File: config.mk
export PLATFORM = sky130hd
export DESIGN_NAME = hps_master_p2b_encoder_flat
export DESIGN_NICKNAME = d
export VERILOG_FILES = /design/src/rtl/hps_master_p2b_encoder_if.sv /design/src/rtl/hps_master_p2b_encoder.sv /design/src/flat_wrapper.sv
export SDC_FILE = /design/constraint.sdc
export NUM_CORES = 1
export LEC_CHECK = 0
export BUFFER_PORTS_ARGS = -buffer_cell sky130_fd_sc_hd__buf_2
export CAP_MARGIN = 15
export CORE_MARGIN = 10
export CORE_UTILIZATION = 44
export DETAILED_ROUTE_END_ITERATION = 8
export PLACE_DENSITY = 0.74
export SYNTH_ARGS = -nofsm -noshare
export SYNTH_HDL_FRONTEND = slang
export SYNTH_SLANG_ARGS = --single-unit
File: constraint.sdc
create_clock -name clk -period 1.7 [get_ports clk]
set_input_delay 0.17 -clock clk [delete_from_list [all_inputs] [get_ports clk]]
set_output_delay 0.17 -clock clk [all_outputs]
set_load 0.02 [all_outputs]
File: src/rtl/hps_master_p2b_encoder_if.sv
// Packet-beat input and encoded byte-stream output of the HPS master packets-to-bytes encoder.
// slave: the encoder; master: the packet source that also sinks the byte stream.
interface hps_master_p2b_encoder_if #(
  parameter int unsigned CHANNEL_W = 8
) ();
  logic                 in_ready;
  logic                 in_valid;
  logic [7:0]           in_data;
  logic [CHANNEL_W-1:0] in_channel;
  logic                 in_startofpacket;
  logic                 in_endofpacket;
  logic                 out_ready;
  logic                 out_valid;
  logic [7:0]           out_data;

  modport master (
    input  in_ready,
    output in_valid,
    output in_data,
    output in_channel,
    output in_startofpacket,
    output in_endofpacket,
    output out_ready,
    input  out_valid,
    input  out_data
  );

  modport slave (
    output in_ready,
    input  in_valid,
    input  in_data,
    input  in_channel,
    input  in_startofpacket,
    input  in_endofpacket,
    input  out_ready,
    output out_valid,
    output out_data
  );
endinterface

File: src/rtl/hps_master_p2b_encoder.sv
// Avalon-ST packets-to-bytes encoder: in-band SOP/EOP/channel markers with 0x7D escaping.
// Define P2B_CHANNEL_EN to emit channel headers; otherwise in_channel is ignored.
module hps_master_p2b_encoder #(
  parameter int unsigned CHANNEL_W = 8
) (
  input logic                      clk,
  input logic                      reset_n,
  hps_master_p2b_encoder_if.slave  bus
);

  // State value doubles as the position of its byte within a beat's emit order.
`ifdef P2B_CHANNEL_EN
  typedef enum logic [2:0] {
    StIdle    = 3'd0,
    StChMark  = 3'd1,
    StChEsc   = 3'd2,
    StChVal   = 3'd3,
    StSopMark = 3'd4,
    StEopMark = 3'd5,
    StDEsc    = 3'd6,
    StDVal    = 3'd7
  } state_e;
  localparam int unsigned LastSt = 7;
`else
  typedef enum logic [2:0] {
    StIdle    = 3'd0,
    StSopMark = 3'd1,
    StEopMark = 3'd2,
    StDEsc    = 3'd3,
    StDVal    = 3'd4
  } state_e;
  localparam int unsigned LastSt = 4;
`endif

  typedef logic [LastSt:0] mask_t;

  function automatic logic is_special(logic [7:0] b);
    return (b >= 8'h7A) && (b <= 8'h7D);
  endfunction

  function automatic logic [7:0] esc_val(logic [7:0] b);
    return is_special(b) ? (b ^ 8'h20) : b;
  endfunction

  function automatic mask_t beat_mask(logic sop, logic eop, logic [7:0] d);
    mask_t m;
    m            = '0;
    m[StSopMark] = sop;
    m[StEopMark] = eop;
    m[StDEsc]    = is_special(d);
    m[StDVal]    = 1'b1;
    return m;
  endfunction

  // First enabled position strictly after st; StIdle once the beat is exhausted.
  function automatic state_e next_after(state_e st, mask_t m);
    state_e nx;
    nx = StIdle;
    for (int i = LastSt; i >= 1; i--) begin
      if ((i > int'(st)) && m[3'(i)]) nx = state_e'(3'(i));
    end
    return nx;
  endfunction

  function automatic logic [7:0] byte_of(state_e st, logic [7:0] d
`ifdef P2B_CHANNEL_EN
                                         , logic [7:0] ch
`endif
                                         );
    logic [7:0] b;
    case (st)
`ifdef P2B_CHANNEL_EN
      StChMark:  b = 8'h7C;
      StChEsc:   b = 8'h7D;
      StChVal:   b = esc_val(ch);
`endif
      StSopMark: b = 8'h7A;
      StEopMark: b = 8'h7B;
      StDEsc:    b = 8'h7D;
      StDVal:    b = esc_val(d);
      default:   b = 8'h00;
    endcase
    return b;
  endfunction

  state_e     state_q, first_st, succ_st;
  logic [7:0] data_q, out_data_q, first_byte, succ_byte;
  logic       sop_q, eop_q, out_valid_q, accept;
  mask_t      first_mask, succ_mask;

`ifdef P2B_CHANNEL_EN
  logic [7:0] ch_q, last_channel_q, in_ch8;
  logic       ch_sent_q, need_ch_q, in_need_ch;
`else
  logic [CHANNEL_W-1:0] unused_channel;
  assign unused_channel = bus.in_channel;
`endif

  assign bus.in_ready  = (state_q == StIdle) || ((state_q == StDVal) && bus.out_ready);
  assign accept        = bus.in_valid && bus.in_ready;
  assign bus.out_valid = out_valid_q;
  assign bus.out_data  = out_data_q;

  always_comb begin
    first_mask = beat_mask(bus.in_startofpacket, bus.in_endofpacket, bus.in_data);
    succ_mask  = beat_mask(sop_q, eop_q, data_q);
`ifdef P2B_CHANNEL_EN
    in_ch8                 = '0;
    in_ch8[CHANNEL_W-1:0]  = bus.in_channel;
    in_need_ch             = bus.in_startofpacket && (!ch_sent_q || (in_ch8 != last_channel_q));
    first_mask[StChMark]   = in_need_ch;
    first_mask[StChEsc]    = in_need_ch && is_special(in_ch8);
    first_mask[StChVal]    = in_need_ch;
    succ_mask[StChMark]    = need_ch_q;
    succ_mask[StChEsc]     = need_ch_q && is_special(ch_q);
    succ_mask[StChVal]     = need_ch_q;
`endif
    first_st = next_after(StIdle, first_mask);
    succ_st  = next_after(state_q, succ_mask);
`ifdef P2B_CHANNEL_EN
    first_byte = byte_of(first_st, bus.in_data, in_ch8);
    succ_byte  = byte_of(succ_st, data_q, ch_q);
`else
    first_byte = byte_of(first_st, bus.in_data);
    succ_byte  = byte_of(succ_st, data_q);
`endif
  end

  always_ff @(posedge clk or negedge reset_n) begin
    if (!reset_n) begin
      state_q        <= StIdle;
      out_valid_q    <= 1'b0;
      out_data_q     <= 8'h00;
      data_q         <= 8'h00;
      sop_q          <= 1'b0;
      eop_q          <= 1'b0;
`ifdef P2B_CHANNEL_EN
      ch_q           <= 8'h00;
      last_channel_q <= 8'h00;
      ch_sent_q      <= 1'b0;
      need_ch_q      <= 1'b0;
`endif
    end else begin
`ifdef P2B_CHANNEL_EN
      if ((state_q == StChVal) && bus.out_ready) begin
        last_channel_q <= ch_q;
        ch_sent_q      <= 1'b1;
      end
`endif
      if (accept) begin
        state_q     <= first_st;
        out_valid_q <= 1'b1;
        out_data_q  <= first_byte;
        data_q      <= bus.in_data;
        sop_q       <= bus.in_startofpacket;
        eop_q       <= bus.in_endofpacket;
`ifdef P2B_CHANNEL_EN
        ch_q        <= in_ch8;
        need_ch_q   <= in_need_ch;
`endif
      end else if ((state_q != StIdle) && bus.out_ready) begin
        state_q     <= succ_st;
        out_valid_q <= (succ_st != StIdle);
        out_data_q  <= succ_byte;
      end
    end
  end

endmodule

File: src/flat_wrapper.sv
// flat-port wrapper written by rule: the top's interface ports become plain ports
module hps_master_p2b_encoder_flat 
#(
  parameter int unsigned CHANNEL_W = 8
)
  (clk, reset_n, bus_in_ready, bus_in_valid, bus_in_data, bus_in_channel, bus_in_startofpacket, bus_in_endofpacket, bus_out_ready, bus_out_valid, bus_out_data);
  hps_master_p2b_encoder_if #(.CHANNEL_W(CHANNEL_W)) bus_i ();
  input logic clk;
  input logic reset_n;
  output wire logic [$bits(bus_i.in_ready)-1:0] bus_in_ready;
  input wire logic [$bits(bus_i.in_valid)-1:0] bus_in_valid;
  input wire logic [$bits(bus_i.in_data)-1:0] bus_in_data;
  input wire logic [$bits(bus_i.in_channel)-1:0] bus_in_channel;
  input wire logic [$bits(bus_i.in_startofpacket)-1:0] bus_in_startofpacket;
  input wire logic [$bits(bus_i.in_endofpacket)-1:0] bus_in_endofpacket;
  input wire logic [$bits(bus_i.out_ready)-1:0] bus_out_ready;
  output wire logic [$bits(bus_i.out_valid)-1:0] bus_out_valid;
  output wire logic [$bits(bus_i.out_data)-1:0] bus_out_data;
  assign bus_in_ready = bus_i.in_ready;
  assign bus_i.in_valid = bus_in_valid;
  assign bus_i.in_data = bus_in_data;
  assign bus_i.in_channel = bus_in_channel;
  assign bus_i.in_startofpacket = bus_in_startofpacket;
  assign bus_i.in_endofpacket = bus_in_endofpacket;
  assign bus_i.out_ready = bus_out_ready;
  assign bus_out_valid = bus_i.out_valid;
  assign bus_out_data = bus_i.out_data;
  hps_master_p2b_encoder #(.CHANNEL_W(CHANNEL_W)) u_core (.clk(clk), .reset_n(reset_n), .bus(bus_i));
endmodule
==> results of run 1 <==
logic make-up after synthesis:
kind of cell	count (synthesis)	synth area share, %
flops	16	40.9
simple gates	45	24.9
xor+xnor	2	1.79
mux	2	2.56
compound gates	16	16.9
buf+inv	11	7.42
fa+ha+maj	4	5.12
other cells	1	0.383
state kept, by name (all words and copies together), names as in the netlist:
| name | cells |
|---|---|
| u_core.data_q | 7 |
| u_core.bus.out_data | 4 |
| u_core.state_q | 2 |
| u_core.bus.out_valid | 1 |
| u_core.eop_q | 1 |
| u_core.sop_q | 1 |
worst register-to-register path: stages (launching register included):
cell and delay [ns]:
dfrtp_1 0.40, nand2b_4 0.15, a2111oi_4 0.37, a21oi_2 0.08, or2_1 0.22, ha_1 0.27
nand2_1 0.05, a31oi_1 0.14
where the power goes:
| group | switching (mW) | total (mW) | internal (mW) |
|---|---|---|---|
| registers | 0.144 | 0.707 | 0.563 |
| clock network | 0.125 | 0.256 | 0.131 |
| logic | 0.711 | 1.28 | 0.567 |
worst paths after layout:
kind	end	slack (ns)	depth (start not counted)
worst min-delay path	u_core.data_q[7]$_DFFE_PN0P_	0.09	3
max in group asynchronous	u_core.state_q[1]$_DFFE_PN0P_	1.11	2
worst min register to register	u_core.sop_q$_DFFE_PN0P_	0.50	2
worst max-delay path	u_core.bus.out_data[1]$_DFFE_PN0P_	-0.05	7
min in group asynchronous	u_core.eop_q$_DFFE_PN0P_	0.30	2
worst max register to register	u_core.bus.out_data[1]$_DFFE_PN0P_	-0.05	7
per-layer routing:
layer	vias up	global-route usage [%]	wire, µm	share of wire [%]
met2	18	19.9	1240	53
met4	0	3.33	38	1.6
met3	4	5.45	169	7.2
met1	397	12.1	913	39
li1	390	-	-	-
met5	-	0	0	0
final cells by class:
cell class | count | area (µm²)
tap | 28 | 35.0
timing repair buffer | 36 | 220
multi-input combinational | 70 | 576
sequential | 16 | 402
clock buffer | 4 | 36.3
inverter | 4 | 15.0
fill | 206 | 886
what timing repair did:
action / CTS / global route
resized for setup: 7 / 5
buffers inserted: 1 / 3
pin swaps: 3 / 7
gates cloned: 0 / 0
endpoints found under the setup margin: 5 / 12
endpoints found under the hold margin: 16 / 0
hold buffers: 1 / 0
layout by cell type, fill, tap and decap left out, types with 2 or more instances in the layout:
cell type / netlist / final
ha_1: 4 / 3
nand2_1: 25 / 24
nor2_1: 6 / 5
a21oi_1: 2 / 2
clkbuf_4: 0 / 3
buf_4: 4 / 14
a221oi_2: 3 / 3
inv_1: 4 / 3
buf_2: 1 / 21
dfrtp_1: 16 / 15
==> flow_metrics.env, run 1 <==
export IMPL_drc=0
export IMPL_synth_top_area_share_pct=40.9
export IMPL_viasPerCell=5.12
export IMPL_place_congestion=0.875
export IMPL_clock_skew_ns=0.00723
export IMPL_h_tree_depth=1
export IMPL_cp_max_fo=3
export IMPL_max_clock_path_buffers=2
export IMPL_synthCells=97
export IMPL_hold_path_class="in2reg"
export IMPL_ys_seq_area_share_pct=40.9
export IMPL_drt_iter0_drc=22
export IMPL_yosys_top_cells_area="dfrtp_1 41%, nand2_1 9.6%, ha_1 5.1%"
export IMPL_dr_pass1_iters=4
export IMPL_dpl_worst_slack_ns=-0.107
export IMPL_fp_dieW_um=67.2
export IMPL_post_route_util_pct=59.2
export IMPL_placed_cell_area_um2=1140
export IMPL_synth_edff_count=0
export IMPL_wirelength_um=2360
export IMPL_critPathLaunch="u_core.data_q[7]$_DFFE_PN0P_"
export IMPL_synth_area_per_cell_um2=10.1
export IMPL_min_from="bus_in_data[7]"
export IMPL_slowest_delay_ns=0.40
export IMPL_powerDensity_nw_per_um2=1740
export IMPL_layout_nets=157
export IMPL_path_delay_family="compound AO/OA/AOI/OAI gates"
export IMPL_clock_latency_ns=0.29
export IMPL_overflow=0
export IMPL_drtAntennaViolNets=0
export IMPL_dieArea_um2=4510
export IMPL_antenna_found_initial=0
export IMPL_setup_violations=3
export IMPL_layout_drive_gt1_share_pct=48.5
export IMPL_cts_root_buffer="clkbuf_4"
export IMPL_grt_pass1_vias=884
export IMPL_finalCritPeriodShare_pct=103
export IMPL_vias=809
export IMPL_grt_max_degree=17
export IMPL_fin_setup_tns_ns=-0.111
export IMPL_rows=17
export IMPL_synth_top_area_cell="dfrtp_1"
export IMPL_core_area_um2=2170
export IMPL_slowest_stage="dfrtp_1"
export IMPL_timing_final_crit_period_ns=1.75
export IMPL_worst_setup_path_end_kind="flip-flop"
export IMPL_portBuffers=21
export IMPL_async_flop_share_pct=100
export IMPL_ys_warn_count=0
export IMPL_area_growth_pct=31.2
export IMPL_yosysMostFrequentCell="nand2_1"
export IMPL_cp_start_kind="flip-flop"
export IMPL_clkSlewWorstSetupHoldPaths_ns=0.10
export IMPL_cap_violations=0
export IMPL_finalPower_mw=2.24
export IMPL_finalMaxSlewViolations=0
export IMPL_syn_num_nets=123
export IMPL_synth_seq_cells=16
export IMPL_rsz0062_at_grt="yes"
export IMPL_ir_drop_uv=826
export IMPL_ys_types=36
export IMPL_synth_area_um2=978
export IMPL_cts_inserted_buffers=3
export IMPL_p_leak_nw=0.625
export IMPL_grt_pass1_wl_um=4010
export IMPL_cts_tree="yes"
export IMPL_r2r_start="u_core.data_q[7]$_DFFE_PN0P_"
export IMPL_fmax_mhz=572
export IMPL_status="complete, but fails checks"
export IMPL_crit_type="reg2reg"
export IMPL_crit_chain="nand2b_4 > a2111oi_4 > a21oi_2 > or2_1 > ha_1 > nand2_1 > a31oi_1"
export IMPL_fin_cells=158
export IMPL_dp_cells=149
export IMPL_dp_final_hpwl_um=1820
export IMPL_violations="negative setup slack"
export IMPL_final_area_um2=1280
export IMPL_hold_ws_ns=0.0941
export IMPL_setup_ws_ns=-0.0472
export IMPL_cp_arrival_ns=1.97
export IMPL_cts_sinks=16
export IMPL_synth_ff_type="dfrtp_1"
export IMPL_die_y_um=67.2
export IMPL_post_drt_wl_per_cell_um=15.0
export IMPL_cp_num_buf_inv=0
export IMPL_diodes=0
export IMPL_worst_ep_required_time_ns=1.92
export IMPL_ys_top_cells_by_count="25 x nand2_1, 16 x dfrtp_1, 6 x nor2_1"
export IMPL_pin_count=32
export IMPL_hold_violations=0
export IMPL_grtUsageTotal_pct=11.4
export IMPL_start_util_pct=45.1
Power figures use the tool's default switching activity.
==> run 2: changes to the inputs <==
--- a/config.mk
+++ b/config.mk
@@ -9,8 +9,10 @@
 export CAP_MARGIN = 15
 export CORE_MARGIN = 10
 export CORE_UTILIZATION = 44
+export CTS_CLUSTER_DIAMETER = 40
 export DETAILED_ROUTE_END_ITERATION = 8
 export PLACE_DENSITY = 0.74
+export REMOVE_ABC_BUFFERS = 1
 export SYNTH_ARGS = -nofsm -noshare
 export SYNTH_HDL_FRONTEND = slang
 export SYNTH_SLANG_ARGS = --single-unit
==> run 2 against run 1 <==
The run still ends with negative setup slack left. Maximum frequency decreased by 3.0%. Final cell count is 1.3% higher. Cell area grew 1.8%. Power increased by 1.7%. Critical path depth is the same. Routed wire length decreased by 4.1%. Sequential share of layout area down 0.54 points. Sequential power about the same. Worst setup slack worse by 0.054 ns. Worst hold slack improved by 0.0012 ns.
==> flow_metrics.env, run 2 (synthesis gave the netlist of run 1 again) <==
export IMPL_cts_tree="yes"
export IMPL_mostFrequentLayoutCell="nand2_1"
export IMPL_status="complete, but fails checks"
export IMPL_cts_root_buffer="clkbuf_4"
export IMPL_cp_arrival_ns=2.00
export IMPL_dp_cells=153
export IMPL_cp_max_fo=2
export IMPL_dpl_worst_slack_ns=-0.156
export IMPL_worst_ep_required_time_ns=1.90
export IMPL_max_clock_path_buffers=2
export IMPL_finalPower_mw=2.28
export IMPL_largest_reg_flops=7
export IMPL_dr_pass1_iters=4
export IMPL_clock_skew_ns=0.00437
export IMPL_antenna_found_initial=0
export IMPL_powerDensity_nw_per_um2=1740
export IMPL_rr_worst_depth=7
export IMPL_fp_dieW_um=67.2
export IMPL_portBuffers=21
export IMPL_viasPerCell=4.93
export IMPL_worst_setup_path_end_kind="flip-flop"
export IMPL_grtUsageTotal_pct=10.2
export IMPL_reg2reg_slack_ns=-0.10
export IMPL_min_from="bus_in_data[7]"
export IMPL_area_growth_pct=33.5
export IMPL_finalMaxSlewViolations=0
export IMPL_timing_final_crit_period_ns=1.80
export IMPL_core_area_um2=2170
export IMPL_violations="negative setup slack"
export IMPL_drt_iter0_drc=14
export IMPL_clkSlewWorstSetupHoldPaths_ns=0.09
export IMPL_cap_violations=0
export IMPL_start_util_pct=45.1
export IMPL_ir_drop_uv=810
export IMPL_rows=17
export IMPL_clock_latency_ns=0.27
export IMPL_r2r_end="u_core.bus.out_data[1]$_DFFE_PN0P_"
export IMPL_h_tree_depth=1
export IMPL_vias=789
export IMPL_pin_count=32
export IMPL_drc=0
export IMPL_place_congestion=0.838
export IMPL_die_y_um=67.2
export IMPL_hold_violations=0
export IMPL_dp_final_hpwl_um=1770
export IMPL_layout_drive_gt1_share_pct=49.2
export IMPL_cts_sinks=16
export IMPL_top_register="u_core.data_q"
export IMPL_holdPathEnd="u_core.data_q[7]$_DFFE_PN0P_"
export IMPL_post_drt_wl_per_cell_um=14.2
export IMPL_grt_pass1_wl_um=3710
export IMPL_grt_pass1_vias=807
export IMPL_layout_nets=160
export IMPL_nFillCells=195
export IMPL_crit_type="reg2reg"
export IMPL_overflow=0
export IMPL_rsz0062_at_grt="yes"
export IMPL_r2r_start="u_core.data_q[2]$_DFFE_PN0P_"
export IMPL_cts_inserted_buffers=3
export IMPL_setup_ws_ns=-0.101
export IMPL_drtAntennaViolNets=0
export IMPL_hold_depth=3
export IMPL_hold_path_class="in2reg"
export IMPL_grt_max_degree=17
export IMPL_wirelength_um=2270
export IMPL_placed_cell_area_um2=1170
export IMPL_p_leak_nw=0.636
export IMPL_diodes=0
export IMPL_fmax_mhz=555
export IMPL_finalCritPeriodShare_pct=106
export IMPL_final_area_um2=1310
export IMPL_dieArea_um2=4510
export IMPL_fin_cells=160
export IMPL_setup_violations=4
export IMPL_mostFrequentLayoutCells="25 x nand2_1, 21 x buf_2, 15 x dfrtp_1"
export IMPL_cp_start_kind="flip-flop"
==> run 2: through the flow <==
stage	TNS [ns]	util, %	hold slack [ns]
5_1_grt	-0.752	60.2	0.110
6_report	-0.269	60.2	0.0952
3_3_place_gp	-0.445	53.7	0.0911
3_5_place_dp	-0.557	53.7	0.103
2_1_floorplan	-0.204	-	-0.126
4_1_cts	-0.298	58.3	0.0970
==> run 2: worst max path at each step <==
| stage | startpoint | end | slack (ns) | cells after the start |
|---|---|---|---|---|
| floorplan | u_core.state_q[0]$_DFFE_PN0P_ | u_core.bus.out_data[0]$_DFFE_PN0P_ | -0.12 | 6 |
| global placement | u_core.data_q[7]$_DFFE_PN0P_ | u_core.bus.out_data[1]$_DFFE_PN0P_ | -0.15 | 7 |
| detailed placement | u_core.data_q[7]$_DFFE_PN0P_ | u_core.bus.out_data[3]$_DFFE_PN0P_ | -0.16 | 6 |
| CTS | u_core.data_q[1]$_DFFE_PN0P_ | u_core.bus.out_data[1]$_DFFE_PN0P_ | -0.10 | 7 |
| global route | u_core.data_q[2]$_DFFE_PN0P_ | u_core.bus.out_data[3]$_DFFE_PN0P_ | -0.18 | 6 |
| finish | u_core.data_q[2]$_DFFE_PN0P_ | u_core.bus.out_data[1]$_DFFE_PN0P_ | -0.10 | 7 |
==> run 2: routing by layer <==
layer | vias up | part of all wire, % | track usage, %
met4 | 0 | 0 | 1.54
met5 | - | 0 | 0
met1 | 384 | 43 | 11.6
li1 | 396 | - | -
met3 | 0 | 3.5 | 2.15
met2 | 9 | 54 | 19.5
==> run 2: final cells by class <==
class / count / area (µm²) / share of cell area (%)
repair buffers: 39 / 254 / 19.4
clock buffers: 3 / 22.5 / 1.72
flip-flops and latches: 16 / 402 / 30.7
inverters: 4 / 15.0 / 1.15
multi-input cells: 70 / 578 / 44.3
well taps: 28 / 35.0 / 2.68
==> run 2: what timing repair did <==
action | 4_1_cts | 5_1_grt
pin swaps | 6 | 11
buffers inserted | 3 | 2
endpoints found under the hold margin | 16 | 0
hold buffers | 1 | 0
gates resized for setup | 9 | 9
setup endpoints to repair | 6 | 15
==> run 2: critical path: stages (launching register included) <==
cell       delay, ns
dfrtp_1         0.41
xnor2_2         0.17
a2111oi_4       0.34
a21oi_2         0.07
or2_1           0.24
ha_1            0.27
nand2_1         0.04
a31oi_1         0.17
==> run 2: where the power goes <==
| part | switching (mW) | internal [mW] |
|---|---|---|
| Sequential | 0.143 | 0.562 |
| Clock | 0.107 | 0.0819 |
| Combinational | 0.733 | 0.651 |
| Total | 0.983 | 1.29 |
==> run 3: changes to the inputs <==
==> constraint.sdc (replaced) <==
create_clock -name clk -period 1.7 [get_ports clk]
set_input_delay 0.51 -clock clk [delete_from_list [all_inputs] [get_ports clk]]
set_output_delay 0.51 -clock clk [all_outputs]
set_load 0.02 [all_outputs]
==> run 3 against run 2 <==
Power is 4.8% higher. Sequential power grew 2%. Highest routed layer is now met4. Register-to-register slack worse by 0.03 ns. Sequential share of layout area shrank 0.66 points. Worst setup slack got worse by 0.033 ns. Flip-flop and latch count unchanged. Routed wire length increased by 3.8%. The run still ends with negative setup slack left. Largest power group unchanged. Maximum frequency shrank 1.8%. Non-clock buffer count increased by 2. Critical path depth unchanged.
==> flow_metrics.env, run 3 (synthesis gave the netlist of run 1 again) <==
export IMPL_status="complete, but fails checks"
export IMPL_violations="negative setup slack"
export IMPL_cts_inserted_buffers=3
export IMPL_core_area_um2=2170
export IMPL_finalPower_mw=2.39
export IMPL_post_route_util_pct=61.5
export IMPL_drt_iter0_drc=27
export IMPL_regArea_um2=402
export IMPL_cts_tree="yes"
export IMPL_start_util_pct=45.1
export IMPL_crit_type="reg2reg"
export IMPL_fin_cells=162
export IMPL_p_seq_share_pct=30.2
export IMPL_p_leak_nw=0.648
export IMPL_cap_violations=0
export IMPL_cp_max_fo=3
export IMPL_timing_slew_headroom_pct=61.5
export IMPL_wirelength_um=2350
export IMPL_dieArea_um2=4510
export IMPL_dpl_worst_slack_ns=-0.193
export IMPL_mostFrequentLayoutCells="25 x nand2_1, 20 x buf_2, 20 x buf_4"
export IMPL_r2r_start="u_core.data_q[3]$_DFFE_PN0P_"
export IMPL_diodes=0
export IMPL_setup_ws_ns=-0.134
export IMPL_netSwitchingFraction_pct=43.8
export IMPL_cts_sinks=16
export IMPL_dp_cells=155
export IMPL_layout_nets=162
export IMPL_multi_input_area_um2=599
export IMPL_clock_latency_ns=0.29
export IMPL_post_drt_wl_per_cell_um=14.5
export IMPL_cp_arrival_ns=2.05
export IMPL_nFillCells=207
export IMPL_drc=0
export IMPL_ir_drop_uv=1050
export IMPL_fmax_mhz=545
export IMPL_powerDensity_nw_per_um2=1790
export IMPL_timing_final_crit_period_ns=1.83
export IMPL_reg2reg_slack_ns=-0.13
export IMPL_finalMaxSlewViolations=0
export IMPL_tightest_slew_ns=0.577
export IMPL_finalCritPeriodShare_pct=108
export IMPL_clkSlewWorstSetupHoldPaths_ns=0.09
export IMPL_rr_worst_depth=7
export IMPL_pin_count=32
export IMPL_grt_pass1_wl_um=3750
export IMPL_rsz0062_at_grt="yes"
export IMPL_largest_reg_flops=7
export IMPL_die_y_um=67.2
export IMPL_clockPowerShare_pct=8.4
export IMPL_setup_violations=5
export IMPL_fp_dieW_um=67.2
export IMPL_rows=17
export IMPL_layout_drive_gt1_share_pct=51.5
export IMPL_dp_final_hpwl_um=1840
export IMPL_clock_skew_ns=0.00180
export IMPL_hold_ws_ns=0.122
export IMPL_grt_pass1_vias=855
export IMPL_portBuffers=21
export IMPL_top_register="u_core.data_q"
export IMPL_drtAntennaViolNets=0
export IMPL_h_tree_depth=1
export IMPL_cp_start_kind="flip-flop"
export IMPL_slowest_delay_ns=0.43
export IMPL_place_congestion=0.853
export IMPL_overflow=0
export IMPL_grtUsageTotal_pct=10.8
export IMPL_viasPerCell=4.96
export IMPL_worst_ep_required_time_ns=1.91
export IMPL_worst_setup_path_end_kind="flip-flop"
export IMPL_max_clock_path_buffers=2
export IMPL_grt_max_degree=17
export IMPL_slowest_stage="a2111oi_4"
export IMPL_hold_violations=0
export IMPL_hold_path_class="in2async"
export IMPL_r2r_end="u_core.bus.out_data[1]$_DFFE_PN0P_"
export IMPL_mostFrequentLayoutCell="nand2_1"
export IMPL_switching_power_mw=1.04
export IMPL_crit_chain="nand3_2 > a2111oi_4 > a21oi_2 > or2_1 > ha_1 > nand2_1 > a31oi_1"
export IMPL_combPwrFrac_pct=61.4
export IMPL_antenna_found_initial=0
export IMPL_area_growth_pct=36.4
export IMPL_cts_root_buffer="clkbuf_4"
export IMPL_p_int_mw=1.34
export IMPL_vias=803
export IMPL_dr_pass1_iters=4
[run 3: layer usage]
metal	GRT usage (%)	vias to the layer above	wire (µm)
met4	5.13	0	30
met1	11.4	383	911
met5	0	-	0
li1	-	403	-
met3	2.15	3	93
met2	20.1	14	1320
[run 3: critical path: cells and delay by family, from the launching register on]
kind	cells	cell delay [ns]
flops	1	0.39
fa+ha+maj	1	0.28
compound gates	3	0.71
simple gates	3	0.38
[run 3: power groups by stage]
stage / clock network, mW / registers (mW) / logic, mW
after floorplan: 0 / 0.804 / 0.600
after global placement: 0 / 0.683 / 1.18
after detailed placement: 0 / 0.692 / 1.22
after CTS: 0.200 / 0.695 / 1.31
after global routing: 0.222 / 0.740 / 1.59
final: 0.201 / 0.722 / 1.46
[run 3: worst max path at each step]
stage                                             start                            endpoint  cells past startpoint
after CTS                  u_core.data_q[2]$_DFFE_PN0P_  u_core.bus.out_data[1]$_DFFE_PN0P_                      7
final                      u_core.data_q[3]$_DFFE_PN0P_  u_core.bus.out_data[1]$_DFFE_PN0P_                      7
after detailed placement   u_core.data_q[7]$_DFFE_PN0P_  u_core.bus.out_data[1]$_DFFE_PN0P_                      7
after global placement     u_core.data_q[7]$_DFFE_PN0P_  u_core.bus.out_data[1]$_DFFE_PN0P_                      7
after floorplan           u_core.state_q[0]$_DFFE_PN0P_  u_core.bus.out_data[0]$_DFFE_PN0P_                      6
after global routing       u_core.data_q[3]$_DFFE_PN0P_  u_core.bus.out_data[1]$_DFFE_PN0P_                      7
[run 3: timing repair]
item	4_1_cts	5_1_grt
gates resized for setup	9	11
pin swaps	4	6
endpoints found under the setup margin	7	16
hold buffers	0	0
setup buffers	2	3
[run 3: area by class of cell]
cell class              instances  share of cell area [%]
repair buffers                 41                    19.6
multi-input cells              70                    44.9
clock buffers                   3                    1.69
flip-flops and latches         16                    30.1
inverters                       4                    1.12
well taps                      28                    2.62
[run 3: per-stage QoR]
step           cell area (µm²)  TNS [ns]
2_1_floorplan              921    -0.204
3_3_place_gp              1180    -0.440
3_5_place_dp              1180    -0.626
4_1_cts                   1250    -0.506
5_1_grt                   1340    -0.787
6_report                  1340    -0.369
